### config.mk
export PLATFORM = sky130hd
export DESIGN_NAME = str_rd_fifo_core
export DESIGN_NICKNAME = d
export VERILOG_FILES = /design/src/rtl/str_rd_fifo_core.sv
export SDC_FILE = /design/constraint.sdc
export NUM_CORES = 1
export LEC_CHECK = 0
export BUFFER_PORTS_ARGS = -buffer_cell sky130_fd_sc_hd__buf_2
export CORE_UTILIZATION = 24
export DETAILED_ROUTE_END_ITERATION = 8
export SYNTH_ARGS = -nofsm -noshare
export SYNTH_HDL_FRONTEND = slang
export SYNTH_SLANG_ARGS = --single-unit
### constraint.sdc
create_clock -name S_AXI_ACLK -period 9.1 [get_ports S_AXI_ACLK]
set_input_delay 0.455 -clock S_AXI_ACLK [delete_from_list [all_inputs] [get_ports S_AXI_ACLK]]
set_output_delay 0.455 -clock S_AXI_ACLK [all_outputs]
set_load 0.01 [all_outputs]
### src/rtl/str_rd_fifo_core.sv
// str_rd_fifo_core: AXI4-Lite readable packet FIFO fed by a valid/ready stream.
// Stream packets of N_PKT words are buffered; software reads the head packet
// word by word and the head pops once every word has been read.
module str_rd_fifo_core #(
    parameter int C_S_AXI_DATA_WIDTH = 32,
    parameter int C_S_AXI_ADDR_WIDTH = 8,
    parameter int N_PKT              = 3,
    parameter int DEPTH_LOG2         = 2
) (
    input  logic                            S_AXI_ACLK,
    input  logic                            S_AXI_ARESETN,
    input  logic [C_S_AXI_ADDR_WIDTH-1:0]   S_AXI_AWADDR,
    input  logic [2:0]                      S_AXI_AWPROT,
    input  logic                            S_AXI_AWVALID,
    output logic                            S_AXI_AWREADY,
    input  logic [C_S_AXI_DATA_WIDTH-1:0]   S_AXI_WDATA,
    input  logic [C_S_AXI_DATA_WIDTH/8-1:0] S_AXI_WSTRB,
    input  logic                            S_AXI_WVALID,
    output logic                            S_AXI_WREADY,
    output logic [1:0]                      S_AXI_BRESP,
    output logic                            S_AXI_BVALID,
    input  logic                            S_AXI_BREADY,
    input  logic [C_S_AXI_ADDR_WIDTH-1:0]   S_AXI_ARADDR,
    input  logic [2:0]                      S_AXI_ARPROT,
    input  logic                            S_AXI_ARVALID,
    output logic                            S_AXI_ARREADY,
    output logic [C_S_AXI_DATA_WIDTH-1:0]   S_AXI_RDATA,
    output logic [1:0]                      S_AXI_RRESP,
    output logic                            S_AXI_RVALID,
    input  logic                            S_AXI_RREADY,
    input  logic [32*N_PKT-1:0]             tdata,
    input  logic                            tvalid,
    output logic                            tready,
    output logic                            busy,
    output logic                            irq,
    input  logic [31:0]                     write_data_count,
    input  logic [31:0]                     read_data_count
);

    localparam int DEPTH  = 1 << DEPTH_LOG2;
    localparam int OCC_W  = DEPTH_LOG2 + 1;
    localparam int PKT_W  = 32 * N_PKT;
    localparam int WIDX_W = C_S_AXI_ADDR_WIDTH - 2;

    // Register word indices (byte address / 4)
    localparam logic [31:0] REG_WDC    = 32'd0;
    localparam logic [31:0] REG_RDC    = 32'd1;
    localparam logic [31:0] REG_STATUS = 32'd2;
    localparam logic [31:0] REG_CTRL   = 32'd3;
    localparam logic [31:0] REG_DROP   = 32'd4;
    localparam logic [31:0] REG_PKT    = 32'd5;
    localparam int          DATA_BASE  = 8;

    // AXI handshake state
    logic                          aw_ready;
    logic                          w_ready;
    logic                          b_valid;
    logic                          ar_ready;
    logic                          r_valid;
    logic [31:0]                   r_data;
    logic [C_S_AXI_ADDR_WIDTH-1:0] ar_addr;
    logic                          wr_en;
    logic                          rd_en;
    logic [31:0]                   wr_word32;
    logic [31:0]                   rd_word32;

    // Control and counters
    logic                          enable;
    logic                          drop_mode;
    logic                          irq_en;
    logic [31:0]                   drop_cnt;
    logic [31:0]                   pkt_cnt;
    logic                          live;
    logic                          irq_q;

    // Packet FIFO
    logic [PKT_W-1:0]              mem [DEPTH];
    logic [DEPTH_LOG2-1:0]         wr_ptr;
    logic [DEPTH_LOG2-1:0]         rd_ptr;
    logic [OCC_W-1:0]              occ;
    logic [N_PKT-1:0]              word_read;
    logic [PKT_W-1:0]              head_pkt;
    logic                          empty;
    logic                          full;

    // Derived strobes
    logic                          wr_ctrl;
    logic                          flush;
    logic                          wr_drop_clr;
    logic                          wr_pkt_clr;
    logic [N_PKT-1:0]              rd_hit;
    logic                          is_data;
    logic [31:0]                   head_word;
    logic                          data_rd;
    logic [N_PKT-1:0]              word_left;
    logic                          pop;
    logic                          tready_i;
    logic                          push_hs;
    logic                          push;
    logic                          drop;
    logic [31:0]                   status;
    logic [31:0]                   rd_mux;

    // Protection bits, sub-word address bits and upper data bits carry no meaning here
    logic unused_bits;
    assign unused_bits = ^{S_AXI_AWPROT, S_AXI_ARPROT, S_AXI_AWADDR[1:0], ar_addr[1:0],
                           S_AXI_WSTRB[C_S_AXI_DATA_WIDTH/8-1:1],
                           S_AXI_WDATA[C_S_AXI_DATA_WIDTH-1:4]};

    assign wr_en     = aw_ready && S_AXI_AWVALID && w_ready && S_AXI_WVALID;
    assign rd_en     = ar_ready && S_AXI_ARVALID && !r_valid;
    assign wr_word32 = 32'(S_AXI_AWADDR[C_S_AXI_ADDR_WIDTH-1:2]);
    assign rd_word32 = 32'(ar_addr[C_S_AXI_ADDR_WIDTH-1:2]);

    assign empty    = (occ == '0);
    assign full     = (occ == OCC_W'(DEPTH));
    assign head_pkt = mem[rd_ptr];

    assign wr_ctrl     = wr_en && (wr_word32 == REG_CTRL) && S_AXI_WSTRB[0];
    assign flush       = wr_ctrl && S_AXI_WDATA[1];
    assign wr_drop_clr = wr_en && (wr_word32 == REG_DROP);
    assign wr_pkt_clr  = wr_en && (wr_word32 == REG_PKT);

    // Decode which head-packet word (if any) the latched read address selects
    always_comb begin
        rd_hit    = '0;
        head_word = '0;
        for (int k = 0; k < N_PKT; k++) begin
            if (rd_word32 == 32'(DATA_BASE + k)) begin
                rd_hit[k] = 1'b1;
                head_word = head_pkt[32*k +: 32];
            end
        end
    end

    assign is_data   = |rd_hit;
    assign data_rd   = rd_en && is_data && !empty;
    assign word_left = word_read & ~rd_hit;
    // Pop only on the read that clears the last outstanding word
    assign pop       = data_rd && (word_read != '0) && (word_left == '0);

    // In drop mode the stream is never stalled; full-FIFO offers become drops
    assign tready_i = live && enable && (drop_mode || !full);
    assign push_hs  = tvalid && tready_i;
    assign push     = push_hs && !flush && (!full || pop);
    assign drop     = push_hs && !flush && full && !pop;

    // Status word assembly
    always_comb begin
        status                = '0;
        status[N_PKT-1:0]     = word_read;
        status[16]            = empty;
        status[17]            = full;
        status[30:24]         = 7'(occ);
    end

    // Read data mux; unmapped addresses and empty-FIFO data reads return zero
    always_comb begin
        rd_mux = '0;
        case (rd_word32)
            REG_WDC:    rd_mux = write_data_count;
            REG_RDC:    rd_mux = read_data_count;
            REG_STATUS: rd_mux = status;
            REG_CTRL:   rd_mux = {28'd0, irq_en, drop_mode, 1'b0, enable};
            REG_DROP:   rd_mux = drop_cnt;
            REG_PKT:    rd_mux = pkt_cnt;
            default:    if (is_data && !empty) rd_mux = head_word;
        endcase
    end

    // Write address/data ready pulse and write response
    always_ff @(posedge S_AXI_ACLK or negedge S_AXI_ARESETN) begin
        if (!S_AXI_ARESETN) begin
            aw_ready <= 1'b0;
            w_ready  <= 1'b0;
            b_valid  <= 1'b0;
        end else begin
            if (!aw_ready && S_AXI_AWVALID && S_AXI_WVALID && !b_valid) begin
                aw_ready <= 1'b1;
                w_ready  <= 1'b1;
            end else begin
                aw_ready <= 1'b0;
                w_ready  <= 1'b0;
            end
            if (wr_en) begin
                b_valid <= 1'b1;
            end else if (S_AXI_BREADY) begin
                b_valid <= 1'b0;
            end
        end
    end

    // Read address ready pulse, address latch, registered read data
    always_ff @(posedge S_AXI_ACLK or negedge S_AXI_ARESETN) begin
        if (!S_AXI_ARESETN) begin
            ar_ready <= 1'b0;
            ar_addr  <= '0;
            r_valid  <= 1'b0;
            r_data   <= '0;
        end else begin
            if (!ar_ready && S_AXI_ARVALID && !r_valid) begin
                ar_ready <= 1'b1;
                ar_addr  <= S_AXI_ARADDR;
            end else begin
                ar_ready <= 1'b0;
            end
            if (rd_en) begin
                r_valid <= 1'b1;
                r_data  <= rd_mux;
            end else if (S_AXI_RREADY) begin
                r_valid <= 1'b0;
            end
        end
    end

    // Control register; flush is a strobe and is not stored
    always_ff @(posedge S_AXI_ACLK or negedge S_AXI_ARESETN) begin
        if (!S_AXI_ARESETN) begin
            enable    <= 1'b1;
            drop_mode <= 1'b0;
            irq_en    <= 1'b0;
        end else if (wr_ctrl) begin
            enable    <= S_AXI_WDATA[0];
            drop_mode <= S_AXI_WDATA[2];
            irq_en    <= S_AXI_WDATA[3];
        end
    end

    // Drop and packet counters; a software write wins over a same-cycle event
    always_ff @(posedge S_AXI_ACLK or negedge S_AXI_ARESETN) begin
        if (!S_AXI_ARESETN) begin
            drop_cnt <= '0;
            pkt_cnt  <= '0;
        end else begin
            if (wr_drop_clr) begin
                drop_cnt <= '0;
            end else if (drop && (drop_cnt != 32'hFFFF_FFFF)) begin
                drop_cnt <= drop_cnt + 32'd1;
            end
            if (wr_pkt_clr) begin
                pkt_cnt <= '0;
            end else if (push) begin
                pkt_cnt <= pkt_cnt + 32'd1;
            end
        end
    end

    // FIFO pointers, occupancy and head word-read mask
    always_ff @(posedge S_AXI_ACLK or negedge S_AXI_ARESETN) begin
        if (!S_AXI_ARESETN) begin
            wr_ptr    <= '0;
            rd_ptr    <= '0;
            occ       <= '0;
            word_read <= '0;
        end else if (flush) begin
            wr_ptr    <= '0;
            rd_ptr    <= '0;
            occ       <= '0;
            word_read <= '0;
        end else begin
            if (push) wr_ptr <= wr_ptr + DEPTH_LOG2'(1);
            if (pop)  rd_ptr <= rd_ptr + DEPTH_LOG2'(1);
            case ({push, pop})
                2'b10:   occ <= occ + OCC_W'(1);
                2'b01:   occ <= occ - OCC_W'(1);
                default: occ <= occ;
            endcase
            if (pop) begin
                // A new head exists if more packets were queued or one arrives now
                word_read <= (occ > OCC_W'(1) || push) ? '1 : '0;
            end else if (push && empty) begin
                word_read <= '1;
            end else if (data_rd) begin
                word_read <= word_left;
            end
        end
    end

    // Packet storage at the tail
    always_ff @(posedge S_AXI_ACLK) begin
        if (push) mem[wr_ptr] <= tdata;
    end

    // Stream enable after reset release, and registered interrupt level
    always_ff @(posedge S_AXI_ACLK or negedge S_AXI_ARESETN) begin
        if (!S_AXI_ARESETN) begin
            live  <= 1'b0;
            irq_q <= 1'b0;
        end else begin
            live  <= 1'b1;
            irq_q <= irq_en && !empty;
        end
    end

    assign S_AXI_AWREADY = aw_ready;
    assign S_AXI_WREADY  = w_ready;
    assign S_AXI_BRESP   = 2'b00;
    assign S_AXI_BVALID  = b_valid;
    assign S_AXI_ARREADY = ar_ready;
    assign S_AXI_RDATA   = r_data;
    assign S_AXI_RRESP   = 2'b00;
    assign S_AXI_RVALID  = r_valid;
    assign tready        = tready_i;
    assign busy          = !empty;
    assign irq           = irq_q;

endmodule
[Word-level counts from Yosys, hierarchy flattened]
Memory sizes are Yosys's and may differ from the RTL's.
Cells that the tools add are included.
Cells by class
  add/sub/neg operators: 6
  order comparisons: 1
  equality and inequality tests: 15
  multiplexer cells: 31
  bitwise logic cells: 2
  reductions and logical operators: 54
Operator list (number)
  $mux 32: 8
  $pmux 32 s6: 1
  $add 32x1->32 const B: 2
  $logic_not 32->1: 1
  $ne 32x32->1 const B: 1
  $logic_and 1x1->1: 30
  $eq 6x3->1 const B: 4
  $eq 6x2->1 const B: 3
  $eq 6x4->1 const B: 3
  $mux 3: 6
  $reduce_bool 2->1: 6
  $mux 1: 11
  $logic_not 1->1: 8
  $mux 2: 4
  $eq 6x1->1 const B: 1
  $logic_not 3->1: 2
  $pmux 3 s2: 1
  $reduce_bool 3->1: 2
  $add 2x1->2 const B: 2
  $reduce_bool 4->1: 1
  $add 3x1->3 const B: 1
  $and 3x3->3: 1
  $eq 3x3->1 const B: 1
  $gt 3x1->1 const B: 1
  other kinds (6): 8
Word-level totals
  bits in registers: 123
  bits in writable memories: 384
  input port bits: 226
  output and inout bits: 44
  word-level logic and storage cells: 127
  memories kept: 1
Memory list
  mem: depth 4, width 96, rd ports 1, clocked after Yosys merged registers in 0, write ports 1, RTL line 77  | logic [PKT_W-1:0] mem [DEPTH];

[Longest topological paths before layout]
Gate-level depths: netlist of the first run.
  word-level depth: 13
  mapped depth: 10

[Worst setup path after synthesis of the first run]
Ideal clock, no wire load.
  kind: flip-flop to flip-flop
  start point: reg r_valid, in the netlist S_AXI_RVALID
  end point: mem mem[0][0] (netlist name) (enable)
  library setup time: 466 ps
  arrival time: 3865 ps
  required time: 8634 ps
  path slack: 4769 ps
  stages on the path, launching flop included: 7
  buffers on the path: 2
  cell sequence: dfrtp_1 -> and3b_1 -> clkbuf_1 -> a31oi_1 -> a21oi_1 -> clkbuf_1 -> and3_1
Between the ends
  longest elaborated chain between the ends: 10
Ends and longest elaborated chain
  start: declaration: RTL line 59  | logic r_valid;
  start signal: assignment: RTL line 198  | r_valid <= 1'b0;
  start signal: assignment: RTL line 208  | r_valid <= 1'b1;
  start signal: assignment: RTL line 211  | r_valid <= 1'b0;
  $logic_not 1->1: RTL line 111  | assign rd_en = ar_ready && S_AXI_ARVALID && !r_valid;
  $logic_and 1x1->1: RTL line 111
  $logic_and 1x1->1 (2 in series): RTL line 137  | assign data_rd = rd_en && is_data && !empty;
  $logic_and 1x1->1 (2 in series): RTL line 140  | assign pop = data_rd && (word_read != '0) && (word_left == '0);
  $logic_or 1x1->1: RTL line 145  | assign push = push_hs && !flush && (!full || pop);
  $logic_and 1x1->1: RTL line 145
  $mux 1: RTL line 281  | if (push) mem[wr_ptr] <= tdata;
  $mux 1 (implied by the code): RTL line 281
  end: declaration: RTL line 77
No other way between the ends.

[Final worst setup path of the first run]
  start point: reg r_valid, in the netlist S_AXI_RVALID
  end point: mem mem[0][32] (netlist name) (enable)
Same word-level chain as after synthesis.

==> flow_summary_export.csv, run 1 <==
group,metric,value,unit
logic_synthesis,synth-simple-area-share,0.0876,
critical_path,critical_path_class,"reg2reg",
grt,antenna_found_initial,18,
timing,worst_pin_slew,1.09,ns
logic_synthesis,yosys_warnings,0,
route,ant_nets,0,
logic_synthesis,synth-compound-area-share,0.0668,
route,num_vias,13400,
grt,grt_max_degree,72,
layout,nets,1898,
timing,rsz0062_at_grt,"false",
route,routed_wl,58700,µm
critical_path,slowest_delay,0.83,ns
timing,slew_violations,0,
layout,stdcell_area,0.0261,mm²
route,drc,33,
die,initial_core_util,0.243,
logic_synthesis,synth-xor-area-share,0.0175,
layout,drive_gt1_frac,0.272,
outcome,violations,"design-rule violations",
critical_path,path_max_fanout,67,
timing,setup_viol,0,
logic_synthesis,yosys-top-cells-area,"edfxtp_1, dfrtp_1, mux4_2",
logic_synthesis,syn_inst,1399,
die,dieHeight,301,µm
clock_network,numClockSinks,505,
place,dp_hpwl,38900,µm
grt,grt_pass1_wl,86200,µm
grt,grtUsageTotal,0.127,
timing,max_freq,239,MHz
critical_path,worst_setup_path_start_kind,"flop",
power,power.internal,4.02,mW
critical_path,slowest_stage,"buf_4",
power,combPwrFrac,0.105,
layout,area_growth,21.5,%
die,fp-row-count,109,
logic_synthesis,synthAdderAreaFrac,0.00582,
power,power_leakage,8.97,nW
grt,grt_pass1_vias,13600,
logic_synthesis,yosys_register_bits,505,
die,die-area,0.0908,mm²
place,globalplace.congestion,0.801,
route,wl_per_cell,20.5,µm
logic_synthesis,synth_top_family_by_area,"multiplexers",
die,die_w,301,µm
route,dr.pass1.iters,7,
logic_synthesis,muxShareOfSynthArea,0.125,
clock_network,insertion_delay,0.64,ns
layout,final.fill_count,8789,
critical_path,end_kind,"flop",
power,power_density,206,mW/mm²
logic_synthesis,yosysTopAreaCellShare,0.536,
clock_network,clock_path_buffers,3,
place,port_buffers,224,
timing,finalHoldViolations,0,
timing,fin_skew,0.0298,ns
clock_network,postCtsSetupRepairBufs,0,
logic_synthesis,synth_cell_types,61,
place,placed_area,0.0240,mm²
route,viasPerCell,4.68,
logic_synthesis,yosysSeqAreaShare,0.677,
die,num_io_pins,270,
clock_network,cts-htree-levels,2,
power,p_clk_frac,0.407,
timing,period_share,0.460,
logic_synthesis,synth_top_cell_by_area,"edfxtp_1",
clock_network,cts_hold_buffers,40,
clock_network,path_clk_slew,0.06,ns
critical_path,path_cells,"and3b_2, buf_4, a31oi_1, a21oi_2, and3_4, buf_4",
die,core,0.0885,mm²
critical_path,path_buf_inv,2,
layout,diodes,0,
logic_synthesis,async_flop_share,0.240,
timing,fin_crit,4.18,ns
logic_synthesis,synth_edf_count,384,
clock_network,numCtsBuffers,57,
critical_path,path_common_cell,"buf_4",
route,drt_iter0_drc,1028,
clock_network,ctsResizeCount,0,
clock_network,cts-root-buf,"clkbuf_16",
power,vdd_drop_max,0.135,mV
outcome,status,"finished, violations left",
layout,fin_util,0.295,
min_path,hp-class,"in2reg",
critical_path,crit_family,"buffers and inverters",
timing,slew_headroom,0.274,
grt,grt-ovfl-total,0,
power,seq_power_share,0.488,
timing,tns,0,ns
logic_synthesis,netlist_area,0.0215,mm²
critical_path,required,9.33,ns
clock_network,cts_tree,"built",
power,power,5.39,mW
power,switching_share,0.253,
logic_synthesis,syn_area_per_cell,15.4,µm²
power,p_switching,1.36,mW
critical_path,arrival,4.41,ns
logic_synthesis,ys.flop_type,"edfxtp_1",
job,cap_violations,0,
-- worst reg2reg max path: stages (launching register included) --
cell and delay, ns:
dfrtp_1 0.40, and3b_2 0.23, buf_4 0.52, a31oi_1 0.28
a21oi_2 0.72, and3_4 0.65, buf_4 0.84
-- cell families after synthesis --
family                     count (synthesis)
AOI/OAI and AO/OA                        235
xor gates and xnor gates                  43
adders and majority gates                 10
buffers and inverters                    103
DFF                                      505
muxes                                    146
other                                      2
and+or+nand+nor                          355
-- placed cells by master (no fill, tap or decap), types with 5 or more instances in the layout --
master,Yosys,final
a21oi_1,84,83
a221oi_1,24,24
a22oi_1,8,8
a31o_2,5,5
a31oi_1,10,10
and2_1,7,7
and3_1,16,12
and4_1,5,5
buf_2,11,223
buf_4,5,23
clkbuf_1,62,8
clkbuf_16,0,58
clkinv_1,0,13
clkinv_2,0,10
clkinvlp_4,0,6
conb_1,2,5
dfrtp_1,120,117
dlygate4sd3_1,0,40
edfxtp_1,384,384
ha_1,10,10
inv_1,18,18
mux2_2,11,11
mux2i_1,38,38
mux4_2,97,97
nand2_1,63,63
nand2b_1,36,36
nand3_1,35,35
nand4_1,24,24
nor2_1,90,89
nor3_1,12,12
nor4_1,23,23
o21ai_0,52,52
o22ai_1,34,34
or3_1,14,14
xnor2_1,36,36
xor2_1,7,7
-- routing by layer --
layer  global-route usage  part of all wire
met5                    0            0.0030
met4               0.0532             0.038
met3               0.0332             0.069
met2                0.200              0.47
met1                0.166              0.42
-- Yosys cell counts (23+ instances only) --
| cell type | n |
|---|---|
| nand3_1 | 35 |
| o21ai_0 | 52 |
| a221oi_1 | 24 |
| clkbuf_1 | 62 |
| edfxtp_1 | 384 |
| dfrtp_1 | 120 |
| xnor2_1 | 36 |
| nand2_1 | 63 |
| a21oi_1 | 84 |
| nand4_1 | 24 |
| mux2i_1 | 38 |
| nand2b_1 | 36 |
| mux4_2 | 97 |
| nor4_1 | 23 |
| nor2_1 | 90 |
| o22ai_1 | 34 |
-- metrics by stage --
stage | hold WS, ns | setup WS [ns] | instances
floorplan | 0.159 | 4.77 | 1402
global placement | 0.446 | 4.72 | 2728
detailed placement | 0.458 | 4.70 | 2728
CTS | 0.000316 | 4.77 | 2871
global route | 0.0210 | 4.62 | 2871
finish | 0.0473 | 4.92 | 2871
-- sequential cells by signal, indices dropped and copies added, names as in the netlist, 2 cells and up --
register and flops:
word_read 3, pkt_cnt 32, rd_ptr 2, occ 3
S_AXI_RDATA 32, ar_addr 6, mem 384, drop_cnt 32
wr_ptr 2
-- power by group through the flow --
stage / clock (mW) / combinational [mW] / sequential, mW
global route: 2.34 / 0.623 / 2.64
floorplan: 0 / 0.261 / 2.68
finish: 2.19 / 0.567 / 2.63
detailed placement: 0 / 0.562 / 2.68
CTS: 2.26 / 0.579 / 2.63
global placement: 0 / 0.553 / 2.67
-- worst paths after layout --
path | start | end | slack, ns | depth (start not counted)
setup / recovery | S_AXI_RVALID$_DFFE_PN0P_ | mem[0][32]$_DFFE_PP_ | 4.92 | 6
hold / removal | tdata[34] | mem[2][34]$_DFFE_PP_ | 0.05 | 1
setup reg to reg | S_AXI_RVALID$_DFFE_PN0P_ | mem[0][32]$_DFFE_PP_ | 4.92 | 6
hold reg to reg | S_AXI_BVALID$_DFFE_PN0P_ | S_AXI_WREADY$_DFF_PN0_ | 0.46 | 1
max in group asynchronous | S_AXI_ARESETN | ar_addr[2]$_DFFE_PN0P_ | 7.09 | 3
min in group asynchronous | S_AXI_ARESETN | S_AXI_RDATA[19]$_DFFE_PN0P_ | 0.44 | 2
-- layout make-up --
class                   count  area, µm²  area share
repair buffers            286       1690      0.0647
clock inverters            37        285      0.0109
flip-flops and latches    505      14600       0.558
well taps                1165       1460      0.0558
inverters                  18       67.6     0.00259
clock buffers              66       1480      0.0567
multi-input cells         794       6570       0.252
(Power assumes the default switching activity.)
==> inputs of run 2 (changes only) <==
clock period = 3.5 ns   (was 9.1 ns; I/O delays follow)
==> run 2 against run 1 <==
  * The flow still finishes with violations (design-rule violations)
  * First-iteration DRC count up 8.9%
  * Critical path depth up 1
  * Combinational power rose to 3.1 times the previous value
  * Utilization up 2.1 points
  * Critical path type unchanged
  * Highest routed layer unchanged
==> flow_summary_export.csv, run 2 (same netlist as run 1, synthesis figures left out) <==
group,metric,value,unit
clock_network,cts_tree,"built",
grt,antenna_found_initial,20,
layout,nets,2055,
timing,whs,0.0532,ns
clock_network,cts-root-buf,"clkbuf_16",
timing,rsz0062_at_grt,"false",
route,dr.pass1.iters,7,
place,dp_hpwl,41000,µm
grt,grt-ovfl-total,0,
outcome,violations,"design-rule violations",
layout,largest_register_ffs,384,
timing,fin_crit,2.95,ns
power,vdd_drop_max,0.333,mV
timing,slew_violations,0,
critical_path,worst_setup_path_start_kind,"flop",
clock_network,postCtsSetupRepairBufs,0,
die,die-area,0.0908,mm²
timing,finalHoldViolations,0,
timing,slew_headroom,0.255,
route,topRoutingLayerUsed,"met5",
power,power_density,518,mW/mm²
place,preCtsSetupSlack,0.695,ns
die,dieHeight,301,µm
critical_path,critical_path_class,"reg2reg",
timing,max_freq,339,MHz
route,wl_per_cell,19.8,µm
critical_path,path_max_fanout,27,
clock_network,clock_path_buffers,3,
grt,grtUsageTotal,0.131,
route,routed_wl,60100,µm
die,num_io_pins,270,
layout,final.fill_count,8611,
timing,setup_viol,0,
layout,area_growth,30.2,%
die,initial_core_util,0.243,
route,drc,52,
layout,layout_commonest_cell,"edfxtp_1",
place,port_buffers,224,
power,power_leakage,9.82,nW
route,wl_met1,25400,µm
route,num_vias,14000,
grt,grt_pass1_vias,14400,
layout,top_register,"mem",
timing,worst_slack,0.549,ns
die,core,0.0885,mm²
timing,tns,0,ns
timing,worst_pin_slew,1.12,ns
place,globalplace.congestion,0.824,
layout,seq_area,0.0146,mm²
layout,drive_gt1_frac,0.270,
critical_path,arrival,3.41,ns
route,ant_nets,0,
timing,fin_skew,0.0470,ns
clock_network,insertion_delay,0.63,ns
route,wl_met3,4030,µm
clock_network,path_clk_slew,0.06,ns
route,viasPerCell,4.61,
place,placed_area,0.0244,mm²
route,wl_met2,28400,µm
critical_path,end_kind,"flop",
clock_network,numCtsBuffers,55,
min_path,hp-class,"in2reg",
grt,grt_max_degree,99,
clock_network,numClockSinks,505,
outcome,status,"finished, violations left",
clock_network,ctsResizeCount,0,
clock_network,cts-htree-levels,2,
job,cap_violations,0,
grt,grt_pass1_wl,89400,µm
timing,period_share,0.843,
route,drt_iter0_drc,1119,
critical_path,required,3.96,ns
power,power,14.5,mW
die,fp-row-count,109,
die,die_w,301,µm
layout,stdcell_area,0.0280,mm²
layout,layout_common_cells,"edfxtp_1, buf_2, dlygate4sd3_1",
layout,multi_input_area,0.00657,mm²
run 2: cell types whose count changed in the layout (fill, tap and decap cells not counted), sizes merged:
cell	change
buf	+32
clkinv	-3
dlygate4sd3	+127
diode	+7
clkbuf	-3
inv	+2
bufinv	+4
run 2: metal layers:
metal	GRT usage	vias to the layer above
met5	0	-
met2	0.209	458
met4	0.0480	26
met1	0.170	7046
met3	0.0336	121
li1	-	6342
run 2: timing repair:
action	4_1_cts	5_1_grt
hold buffers	167	0
hold endpoints to repair	448	0
endpoints found under the setup margin	0	0
run 2: final timing paths:
| kind | slack, ns | startpoint | cells past startpoint | to |
|---|---|---|---|---|
| setup / recovery | 0.55 | ar_addr[3]$_DFFE_PN0P_ | 7 | S_AXI_RDATA[6]$_DFFE_PN0P_ |
| hold / removal | 0.05 | write_data_count[27] | 4 | S_AXI_RDATA[27]$_DFFE_PN0P_ |
| setup reg to reg | 0.55 | ar_addr[3]$_DFFE_PN0P_ | 7 | S_AXI_RDATA[6]$_DFFE_PN0P_ |
| hold reg to reg | 0.46 | S_AXI_BVALID$_DFFE_PN0P_ | 1 | S_AXI_WREADY$_DFF_PN0_ |
| max in group asynchronous | 2.44 | S_AXI_ARESETN | 3 | ar_addr[2]$_DFFE_PN0P_ |
| min in group asynchronous | 0.06 | S_AXI_ARESETN | 2 | S_AXI_RDATA[30]$_DFFE_PN0P_ |
run 2: worst max-delay path: stages (launching register included):
cell and delay (ns):
dfrtp_1 0.42, buf_4 0.22, or2_2 0.66, nor2_2 0.12
buf_4 0.30, a221oi_1 0.38, dlygate4sd3_1 0.63, a21oi_1 0.07
run 2: through the flow:
stage,util,cells
after floorplan,-,1402
after global placement,0.276,2760
after detailed placement,0.276,2760
after CTS,0.316,3030
after global routing,0.316,3036
final,0.316,3037
run 2: layout make-up:
type | count | area share
sequential | 505 | 0.521
multi-input combinational | 794 | 0.235
timing repair buffer | 445 | 0.122
tap | 1165 | 0.0521
clock buffer | 63 | 0.0506
clock inverter | 40 | 0.0169
inverter | 18 | 0.00241
antenna | 7 | 0.000626
run 2: power breakdown:
part / switching, mW / internal, mW
logic: 1.02 / 0.722
clock network: 2.50 / 3.47
registers: 0.145 / 6.65
total: 3.66 / 10.8
